`src/rtl/bnn_conv_filter_pipe.sv`:
```
// bnn_conv_filter_pipe
// Binary-weight (+1/-1) KxK convolution filter. Accumulates CH consecutive
// windows (one per input channel) into one output pixel, then applies an
// optional ReLU and signed saturation to OW bits.
// Pipeline: S1 sign/negate taps, S2 adder tree, accumulator, S3 output regs.
module bnn_conv_filter_pipe #(
  parameter int DW = 9,
  parameter int K = 5,
  parameter int CH = 1,
  parameter int OW = 15,
  parameter int RELU = 0,
  parameter logic [K*K-1:0] INIT_W = {(K*K){1'b1}}
) (
  input  logic                                  clk,
  input  logic                                  reset,
  input  logic                                  in_valid,
  output logic                                  in_ready,
  input  logic [K*K*DW-1:0]                     in_data,
  input  logic                                  w_wr_en,
  input  logic [((CH > 1) ? $clog2(CH) : 1)-1:0] w_wr_ch,
  input  logic [K*K-1:0]                        w_wr_data,
  output logic                                  out_valid,
  input  logic                                  out_ready,
  output logic [OW-1:0]                         out_data,
  output logic                                  out_sat,
  output logic                                  busy
);
  localparam int KK = K * K;
  localparam int CW = (CH > 1) ? $clog2(CH) : 1;
  localparam int SW = DW + 1 + $clog2(KK);
  localparam int ACC_W = SW + $clog2(CH) + 1;
  // Working width for ReLU/saturation: wide enough for both the accumulator
  // and the output range limits.
  localparam int XW = ((ACC_W > OW) ? ACC_W : OW) + 1;
  localparam int NP = 1 << $clog2(KK);
  localparam logic signed [XW-1:0] SAT_MAX = XW'((64'sd1 <<< (OW - 1)) - 64'sd1);
  localparam logic signed [XW-1:0] SAT_MIN = ~SAT_MAX;

  typedef enum logic [1:0] {IDLE, ACC, DRAIN, OUT} state_t;

  state_t               state_reg, state_next;
  logic [CW-1:0]        ch_cnt_reg, ch_cnt_next;
  logic [KK-1:0]        w_mem [CH];
  logic [KK-1:0]        cur_mask;
  logic                 beat, last_beat, pipe_empty;

  logic [DW:0]          tap_w [KK];
  logic [DW:0]          s1_tap_reg [KK];
  logic                 s1_valid_reg, s1_first_reg;
  logic [SW-1:0]        tree [NP];
  logic [SW-1:0]        tree_sum;
  logic [SW-1:0]        s2_sum_reg;
  logic                 s2_valid_reg, s2_first_reg;
  logic [ACC_W-1:0]     acc_reg;
  logic signed [XW-1:0] acc_x, relu_x;
  logic [OW-1:0]        sat_data;
  logic                 sat_flag;
  logic [OW-1:0]        out_data_reg;
  logic                 out_sat_reg;

  assign in_ready   = (state_reg == IDLE) || (state_reg == ACC);
  assign busy       = (state_reg != IDLE);
  assign out_valid  = (state_reg == OUT);
  assign out_data   = out_data_reg;
  assign out_sat    = out_sat_reg;
  assign beat       = in_valid && in_ready;
  assign last_beat  = (ch_cnt_reg == CW'(CH - 1));
  assign pipe_empty = !s1_valid_reg && !s2_valid_reg;
  assign cur_mask   = w_mem[ch_cnt_reg];

  // State and channel-counter register.
  always_ff @(posedge clk) begin
    if (reset) begin
      state_reg  <= IDLE;
      ch_cnt_reg <= '0;
    end else begin
      state_reg  <= state_next;
      ch_cnt_reg <= ch_cnt_next;
    end
  end

  // Next-state logic: collect CH beats, let the pipeline drain, then present.
  always_comb begin
    state_next  = state_reg;
    ch_cnt_next = ch_cnt_reg;
    case (state_reg)
      IDLE, ACC: begin
        if (beat) begin
          if (last_beat) begin
            state_next  = DRAIN;
            ch_cnt_next = '0;
          end else begin
            state_next  = ACC;
            ch_cnt_next = ch_cnt_reg + 1'b1;
          end
        end
      end
      DRAIN: if (pipe_empty) state_next = OUT;
      OUT:   if (out_ready) state_next = IDLE;
      default: state_next = IDLE;
    endcase
  end

  // Weight slots: writable only while idle; a same-cycle beat sees the old mask.
  always_ff @(posedge clk) begin
    if (reset) begin
      for (int c = 0; c < CH; c++) w_mem[c] <= INIT_W;
    end else if (w_wr_en && (state_reg == IDLE) && (int'(w_wr_ch) < CH)) begin
      w_mem[w_wr_ch] <= w_wr_data;
    end
  end

  // Per-tap sign extension by one bit so negating the most negative tap is exact.
  generate
    for (genvar gi = 0; gi < KK; gi++) begin : g_tap
      logic [DW:0] ext;
      assign ext       = {in_data[(KK-1-gi)*DW + DW-1], in_data[(KK-1-gi)*DW +: DW]};
      assign tap_w[gi] = cur_mask[KK-1-gi] ? ext : -ext;
    end
  endgenerate

  // S1: register signed taps along with the first-channel marker.
  always_ff @(posedge clk) begin
    if (reset) begin
      s1_valid_reg <= 1'b0;
      s1_first_reg <= 1'b0;
      for (int i = 0; i < KK; i++) s1_tap_reg[i] <= '0;
    end else begin
      s1_valid_reg <= beat;
      s1_first_reg <= (ch_cnt_reg == '0);
      if (beat) begin
        for (int i = 0; i < KK; i++) s1_tap_reg[i] <= tap_w[i];
      end
    end
  end

  // Balanced adder tree over a power-of-two padded leaf set, reduced in place.
  always_comb begin
    for (int i = 0; i < NP; i++) begin
      tree[i] = (i < KK) ? SW'($signed(s1_tap_reg[i])) : '0;
    end
    for (int w = NP / 2; w >= 1; w = w / 2) begin
      for (int i = 0; i < w; i++) tree[i] = tree[2*i] + tree[2*i+1];
    end
    tree_sum = tree[0];
  end

  // S2: register the tree sum.
  always_ff @(posedge clk) begin
    if (reset) begin
      s2_sum_reg   <= '0;
      s2_valid_reg <= 1'b0;
      s2_first_reg <= 1'b0;
    end else begin
      s2_sum_reg   <= tree_sum;
      s2_valid_reg <= s1_valid_reg;
      s2_first_reg <= s1_first_reg;
    end
  end

  // Channel accumulator: channel 0 loads, later channels add.
  always_ff @(posedge clk) begin
    if (reset) begin
      acc_reg <= '0;
    end else if (s2_valid_reg) begin
      if (s2_first_reg) acc_reg <= ACC_W'($signed(s2_sum_reg));
      else              acc_reg <= acc_reg + ACC_W'($signed(s2_sum_reg));
    end
  end

  // Optional ReLU followed by signed saturation to OW bits.
  always_comb begin
    acc_x = XW'($signed(acc_reg));
    relu_x = acc_x;
    if ((RELU != 0) && (acc_x < 0)) relu_x = '0;
    sat_flag = 1'b0;
    sat_data = relu_x[OW-1:0];
    if (relu_x > SAT_MAX) begin
      sat_data = SAT_MAX[OW-1:0];
      sat_flag = 1'b1;
    end else if (relu_x < SAT_MIN) begin
      sat_data = SAT_MIN[OW-1:0];
      sat_flag = 1'b1;
    end
  end

  // S3: capture the result once the pipeline has emptied; held through OUT.
  always_ff @(posedge clk) begin
    if (reset) begin
      out_data_reg <= '0;
      out_sat_reg  <= 1'b0;
    end else if ((state_reg == DRAIN) && pipe_empty) begin
      out_data_reg <= sat_data;
      out_sat_reg  <= sat_flag;
    end
  end

endmodule

```
`config.mk`:
```
export PLATFORM = sky130hd
export DESIGN_NAME = bnn_conv_filter_pipe
export DESIGN_NICKNAME = d
export VERILOG_FILES = /design/src/rtl/bnn_conv_filter_pipe.sv
export SDC_FILE = /design/constraint.sdc
export NUM_CORES = 1
export LEC_CHECK = 0
export ABC_CLOCK_PERIOD_IN_PS = 17300
export CORE_ASPECT_RATIO = 1.2
export CORE_MARGIN = 2
export CORE_UTILIZATION = 50
export CTS_BUF_LIST = sky130_fd_sc_hd__clkbuf_8
export CTS_CLUSTER_SIZE = 20
export DETAILED_ROUTE_END_ITERATION = 6
export PLACE_DENSITY_LB_ADDON = 0.08
export SETUP_SLACK_MARGIN = 0.3
export SYNTH_ARGS = -nofsm -noshare
export SYNTH_HDL_FRONTEND = slang
export SYNTH_SLANG_ARGS = --single-unit
```
`constraint.sdc`:
```
create_clock -name clk -period 17.3 [get_ports clk]
set_input_delay 1.73 -clock clk [delete_from_list [all_inputs] [get_ports clk]]
set_output_delay 1.73 -clock clk [all_outputs]
set_load 0.02 [all_outputs]
```
Word-level counts from Yosys, hierarchy flattened
Memories as Yosys holds them, arrays and structs flattened.
Cells that the tools add are included.
{"block": "word_totals", "wordCells": 183, "mem_bits_rw": 275, "output_inout_bits": 19, "latch_bits": 0, "reg_bits": 54, "memories": 2, "mem_bits_ro": 0}
{"block": "classes", "muxes": 71, "eq_ne": 6, "bitwise_logic": 26, "n_reduce_logical": 14, "magnitude_cmp": 3, "addsub": 51, "n_shift": 0, "n_div": 0, "mul": 0}
{"memory": "s1_tap_reg", "words": 25, "width": 10, "read_ports": 25, "rd_ports_with_merged_regs": 0, "write_ports": 25, "line": "48", "rtl": "logic [DW:0] s1_tap_reg [KK];"}
{"memory": "w_mem", "words": 1, "width": 25, "read_ports": 1, "rd_ports_with_merged_regs": 0, "write_ports": 1, "line": "43", "rtl": "logic [KK-1:0] w_mem [CH];"}
{"cell": "$mux W10", "n": 50}
{"cell": "$neg A10 Y10", "n": 25}
{"cell": "$add A10 B10 Y11", "n": 12}
{"cell": "$add A11 B11 Y12", "n": 6}
{"cell": "$add A12 B12 Y13", "n": 3}
{"cell": "$mux W15", "n": 2}
{"cell": "$mux W25", "n": 1}
{"cell": "$or A1 B1 Y1", "n": 25}
{"cell": "$reduce_or A25 Y1", "n": 1}
{"cell": "$add A16 B16 Y16", "n": 1}
{"cell": "$gt A16 B15 Y1 const B", "n": 1}
{"cell": "$lt A16 B15 Y1 const B", "n": 1}
{"cell": "$mux W16", "n": 1}
{"cell": "$add A14 B14 Y15", "n": 1}
{"cell": "$add A13 B10 Y14", "n": 1}
{"cell": "$add A13 B13 Y14", "n": 1}
{"cell": "$mux W1", "n": 12}
{"cell": "$mux W2", "n": 4}
{"cell": "$pmux W2 S3", "n": 1}
{"cell": "$logic_and A1 B1 Y1", "n": 5}
{"cell": "$eq A2 B2 Y1 const B", "n": 2}
{"cell": "$ne A2 B2 Y1 const B", "n": 2}
{"cell": "$reduce_and A3 Y1", "n": 1}
{"cell": "$eq A2 B1 Y1 const B", "n": 1}
{"cell": "other kinds (10)", "n": 11}

Longest topological paths before layout
Gate-level depths: netlist (run 1).
{"block": "logic_depth", "ltp_word": 8, "mapped_depth": 21, "depth_no_buf": 21}

Worst setup path after synthesis (run 1)
OpenSTA, ideal clock, no wires.
{"block": "synth_path", "kind": "input -> register", "start": "in reset", "end": "mem s1_tap_reg[0][0] (netlist bit), enable pin", "arrival_time_ns": 6.335, "slack_ns": 9.051, "stages": 4, "path_cell_list": "buf_2 -> inv_1 -> clkbuf_1 -> nand2_1"}
{"element": "start, declared", "line": "15", "rtl": "input logic reset,"}
{"element": "end, declared", "line": "48"}

==> results of run 1 <==
[kinds of logic (layout without fill, tap and decap cells)]
| logic type | Yosys count | after routing | synth area share |
|---|---|---|---|
| and+or+nand+nor | 610 | 610 | 0.120 |
| AOI/OAI and AO/OA | 404 | 404 | 0.102 |
| other | 0 | 1 | 0 |
| xor gates and xnor gates | 138 | 138 | 0.0513 |
| muxes | 37 | 37 | 0.0162 |
| DFF | 328 | 328 | 0.395 |
| adders and majority gates | 311 | 311 | 0.244 |
| buffers and inverters | 443 | 747 | 0.0716 |
[per-layer routing]
layer	track usage	vias to the layer above	part of all wire
met5	0	-	0
met4	0.0983	0	0.039
met3	0.0306	114	0.047
met2	0.416	437	0.50
met1	0.306	8069	0.42
li1	-	8104	-
[worst max-delay path, cell delays in order, from the launching register on]
cell and delay (ns):
edfxtp_1 0.33, inv_1 0.05, fa_1 0.53, inv_1 0.06, fa_1 0.51, fa_1 0.54, fa_1 0.56, fa_1 0.55
fa_1 0.54, inv_1 0.05, fa_1 0.52, inv_1 0.06, fa_1 0.45, a21o_1 0.19, a21o_1 0.22, a211oi_1 0.29
o21ai_1 0.13, a21boi_1 0.17, mux2_2 0.36
[worst max path at each step]
stage	end	slack, ns	depth (start not counted)
floorplan	s1_tap_reg[0][0]	9.05	4
global placement	s2_sum_reg[12]	11.10	18
detailed placement	s2_sum_reg[12]	11.06	18
CTS	s2_sum_reg[12]	11.05	18
global route	s2_sum_reg[12]	10.77	18
finish	s2_sum_reg[12]	11.06	18
[cell usage in the layout (no fill, tap or decap), types with 4 or more instances in the layout]
master | synthesis | layout
dfxtp_1 | 53 | 53
nand2_1 | 25 | 24
inv_1 | 362 | 379
a211oi_1 | 9 | 9
clkinv_2 | 0 | 13
ha_1 | 65 | 65
o21bai_1 | 4 | 4
a311oi_1 | 33 | 33
clkbuf_8 | 0 | 59
fa_1 | 246 | 246
buf_4 | 1 | 9
and3b_1 | 20 | 20
or3_1 | 55 | 55
nor3_1 | 37 | 37
nor3b_1 | 6 | 6
edfxtp_1 | 275 | 275
mux2i_1 | 31 | 31
a21o_1 | 16 | 16
nor4_1 | 20 | 20
mux2_2 | 4 | 4
o21a_1 | 4 | 4
nor2b_1 | 12 | 12
a31oi_1 | 55 | 55
clkdlybuf4s50_1 | 0 | 273
nand3_1 | 8 | 7
nand2b_1 | 27 | 27
xnor2_1 | 137 | 137
o21ai_1 | 4 | 4
o21ai_0 | 81 | 81
a21oi_1 | 173 | 173
clkinv_1 | 1 | 8
nor2_1 | 382 | 382
[through the flow]
step            util  worst slack [ns]  cell area [um^2]  instances  hold WS [ns]
2_1_floorplan      -              9.05             23600       2271         0.414
3_3_place_gp   0.574             11.10             26900       3097         0.423
3_5_place_dp   0.574             11.06             26900       3097         0.435
4_1_cts        0.596             11.05             27900       3198         0.449
5_1_grt        0.596             10.77             27900       3199         0.463
6_report       0.596             11.06             27900       3199         0.441
[cell type report]
| class | count | area, um^2 | area share |
|---|---|---|---|
| Timing Repair Buffer | 283 | 2820 | 0.101 |
| Clock inverter | 42 | 238 | 0.00851 |
| Antenna cell | 1 | 2.50 | 0.0000896 |
| Inverter | 363 | 1360 | 0.0488 |
| Clock buffer | 59 | 812 | 0.0291 |
| Sequential cell | 328 | 9320 | 0.334 |
| Tap cell | 623 | 779 | 0.0279 |
| Multi-Input combinational cell | 1500 | 12600 | 0.451 |
==> run_results.csv, run 1 <==
group,metric,value,unit
detailed_routing,ant_nets,0,
placement,dp_hpwl,45700,um
worst_setup_path,cp-start-kind,"flop",
global_routing,grt_pass1_wl,90700,um
detailed_routing,drt_iter0_markers,834,
detailed_routing,via_count,16724,
cts,cts_resized,0,
cts,cts_tree,"built",
floorplanning,core,46800,um^2
floorplanning,die_area,48900,um^2
run_status,outcome,"finished with violations",
yosys,synth_edf_count,275,
yosys,ys.flop_type,"edfxtp_1",
sta,rsz0062_at_grt,"false",
yosys,yosysSeqAreaShare,0.395,
cts,cts_buffers,55,
yosys,postSynthCellCount,2271,
yosys,syn_area,23600,um^2
yosys,yosys_warnings,0,
cts,clockBufferDepth,3,
cts,cts-root-buf,"clkbuf_8",
floorplanning,rows,87,
yosys,yosys_register_bits,328,
global_routing,grt_pass1_vias,17144,
global_routing,grt_start_max_net_pins,182,
final_layout,drive_gt1_frac,0.0419,
floorplanning,start_util,0.503,
sta,drv_slew,0,
hold_path,worstHoldPathType,"flop to flop",
yosys,synth.area.top_cells,"edfxtp_1 (35%), fa_1 (21%), nor2_1 (6.1%)",
detailed_routing,first_pass_iters,7,
final_layout,fin_nets,3098,
worst_setup_path,setup.worst_path.start,"s1_tap_reg[1][3]",
yosys,synth_common_cells,"nor2_1 (382), inv_1 (362), edfxtp_1 (275)",
worst_setup_path,path_max_fanout,4,
global_routing,overflow,0,
worst_setup_path,crit_arrival,6.76,ns
yosys,ys_types,65,
cts,cts_max_level,2,
worst_setup_path,r2r-start,"s1_tap_reg[1][3]",
cts,path_clk_slew,0.06,ns
worst_setup_path,r2r_cells,18,
final_layout,fillCellCount,4031,
detailed_routing,wl,57500,um
hold_path,hold_depth,1,
cts,worstSkewPairLatency,0.63,ns
cts,hold_buffers,0,
sta,finalSetupViolations,0,
detailed_routing,viasPerCell,5.23,
floorplanning,top_level_ports,275,
final_layout,largest_register_ffs,250,
yosys,netlist.area_leader.share,0.350,
worst_setup_path,endpoint_kind,"flop",
worst_setup_path,critPathRequiredTime,17.82,ns
floorplanning,die_y,242,um
sta,fin_setup_tns,0,ns
sta,fin_crit_sh,0.360,
sta,final_hold_viol_count,0,
yosys,postSynthAreaPerCell,10.4,um^2
yosys,synth.most_common_cell,"nor2_1",
yosys,yosysTopAreaCell,"edfxtp_1",
detailed_routing,wl_per_cell,18.0,um
placement,place.port_buffers,274,
cts,cts_setup_buffers,0,
yosys,synth_fp_nets,2838,
cts,clock_sinks,328,
worst_setup_path,path_class,"flop to flop",
yosys,async_flop_share,0,
final_layout,area_growth,18.5,%
global_routing,grt_usage,0.240,
detailed_routing,drc,2,
hold_path,min_to,"s2_first_reg",
hold_path,min_from,"s1_first_reg",
sta,fmax,0.160,GHz
global_routing,antenna_found_initial,1,
sta,slew_headroom,0.179,
worst_setup_path,r2r_slack,11.06,ns
flow_run,drv_cap,0,
run_status,violations,"DRC",
floorplanning,die_w,202,um
sta,fin_skew,0.0223,ns
worst_setup_path,r2r-end,"s2_sum_reg[12]",
sta,worstMarginPinSlew,1.23,ns
sta,period_minus_slack,6.24,ns
placement,place_congestion,0.858,
Power of run 1 is not shown: default switching activity piles up to over one toggle a cycle in this logic, so the estimate is an artifact.
==> inputs of run 2 (changes only) <==
ABC_CLOCK_PERIOD_IN_PS = 5820   (was 17300)
clock period = 5.82 ns   (was 17.3 ns; I/O delays follow)
==> run 2 against run 1 <==
The run now ends clean. Highest routed layer unchanged. First-iteration DRC count increased by 8.2%. Critical endpoint unchanged. Critical path depth increased by 1. Fmax increased by 7.3%. Final area increased by 2.0%.
==> run_results.csv, run 2 (same netlist as run 1, synthesis figures left out) <==
group,metric,value,unit
run_status,outcome,"complete, no violations",
hold_path,min_to,"out_data[14]",
floorplanning,core,46800,um^2
cts,cts_buffers,55,
floorplanning,die_w,202,um
worst_setup_path,cp-start-kind,"flop",
worst_setup_path,max_stage_delay,0.57,ns
placement,placed_cell_area,27000,um^2
worst_setup_path,r2r_cells,19,
detailed_routing,via_count,16864,
global_routing,grt_usage,0.246,
final_layout,drive_gt1_frac,0.0713,
hold_path,worstHoldPathType,"primary input to flop",
global_routing,grt_pass1_wl,93700,um
final_layout,largest_register_ffs,250,
hold_path,min_from,"reset",
final_layout,fin_area,28500,um^2
cts,cts_max_level,2,
sta,finalSetupViolations,0,
final_layout,final_common_cell,"nor2_1",
sta,setup_ws,0.0107,ns
final_layout,area_growth,20.8,%
worst_setup_path,r2r_slack,0.01,ns
worst_setup_path,path_class,"flop to flop",
cts,worstSkewPairLatency,0.65,ns
worst_setup_path,cpMaxStageDelayCell,"fa_1",
cts,clock_sinks,328,
cts,cts-root-buf,"clkbuf_8",
worst_setup_path,r2r-start,"s1_tap_reg[0][42]",
floorplanning,rows,87,
final_layout,multiInputGateArea,12800,um^2
detailed_routing,drc,0,
worst_setup_path,critPathBufInv,4,
detailed_routing,drt_iter0_markers,902,
placement,place_congestion,0.870,
final_layout,fin_nets,3120,
detailed_routing,wl,58500,um
placement,place_ws,-0.124,ns
worst_setup_path,critPathRequiredTime,6.35,ns
sta,fin_skew,0.0300,ns
sta,drv_slew,0,
cts,hold_buffers,0,
detailed_routing,first_pass_iters,5,
global_routing,grt_pass1_vias,17382,
sta,final_hold_viol_count,0,
cts,clockBufferDepth,3,
cts,cts_tree,"built",
worst_setup_path,crit_path_cell_trace,"fa_1, inv_1, fa_1, inv_2, fa_1, fa_2, fa_2, inv_1, fa_2, inv_2, ha_4, ha_4, fa_2, a21o_1, a21o_1, a211oi_2, o21ai_2, a21boi_2, mux2_4",
sta,slew_headroom,0.287,
floorplanning,top_level_ports,275,
sta,hold-worst-slack,0.389,ns
worst_setup_path,crit_arrival,6.34,ns
sta,period_minus_slack,5.81,ns
sta,fin_setup_tns,0,ns
global_routing,antenna_found_initial,1,
sta,fin_crit_sh,0.998,
floorplanning,die_area,48900,um^2
worst_setup_path,cpMostUsedCell,"fa_2",
detailed_routing,viasPerCell,5.24,
placement,dp_hpwl,46000,um
sta,rsz0062_at_grt,"true",
cts,path_clk_slew,0.06,ns
detailed_routing,wl_per_cell,18.2,um
global_routing,overflow,0,
sta,fmax,0.172,GHz
global_routing,grt_start_max_net_pins,74,
final_layout,seq_area,9320,um^2
flow_run,drv_cap,0,
worst_setup_path,path_max_fanout,2,
final_layout,fillCellCount,3985,
sta,worstMarginPinSlew,1.07,ns
floorplanning,start_util,0.503,
worst_setup_path,endpoint_kind,"flop",
floorplanning,die_y,242,um
detailed_routing,ant_nets,0,
placement,place.port_buffers,274,
hold_path,hold_depth,2,
worst_setup_path,critPathTopFamily,"adder cells",
final_layout,mostFrequentLayoutCells,"nor2_1 (379), inv_1 (366), edfxtp_1 (275)",
worst_setup_path,r2r-end,"s2_sum_reg[12]",
run 2: layer usage:
metal | wire (um) | part of all wire | global-route usage
met1 | 24700 | 0.42 | 0.322
met2 | 29800 | 0.51 | 0.434
met3 | 2550 | 0.044 | 0.0303
met4 | 1440 | 0.025 | 0.0653
met5 | 0 | 0 | 0
run 2: final cells by class:
cell class                 instances  area share
sequential                       328       0.327
inverter                         363      0.0479
antenna                            1   0.0000879
clock buffer                      61      0.0295
timing repair buffer             305       0.107
tap                              623      0.0274
clock inverter                    37      0.0101
multi-input combinational       1500       0.451
run 2: worst max path at each step:
stage,from,endpoint,slack (ns),depth (start not counted)
after floorplan,s1_tap_reg[0][143],s2_sum_reg[12],0.23,18
after global placement,s1_tap_reg[1][59],s2_sum_reg[14],-0.10,18
after detailed placement,s1_tap_reg[1][59],s2_sum_reg[14],-0.12,18
after CTS,s1_tap_reg[1][29],s2_sum_reg[14],0.02,18
after global routing,s1_tap_reg[0][33],s2_sum_reg[12],-0.17,18
final,s1_tap_reg[0][42],s2_sum_reg[12],0.01,19
run 2: timing repair:
| item | in CTS | in global routing |
|---|---|---|
| pin swaps | 20 | 47 |
| gates resized for setup | 22 | 44 |
| setup endpoints to repair | 7 | 9 |
| buffers inserted | 8 | 7 |
run 2: worst reg2reg max path: stages (launching register included):
cell and delay [ns]:
edfxtp_1 0.39, fa_1 0.54, inv_1 0.05, fa_1 0.57, inv_2 0.06, fa_1 0.48
fa_2 0.53, fa_2 0.54, inv_1 0.05, fa_2 0.52, inv_2 0.04, ha_4 0.21
ha_4 0.16, fa_2 0.36, a21o_1 0.16, a21o_1 0.18, a211oi_2 0.29, o21ai_2 0.12
a21boi_2 0.14, mux2_4 0.30
run 2: through the flow:
step,utilization,instances
detailed placement,0.577,3104
CTS,0.604,3210
floorplan,-,2271
global placement,0.577,3104
global route,0.608,3218
finish,0.608,3218
Power of run 2 is left out for the same reason.
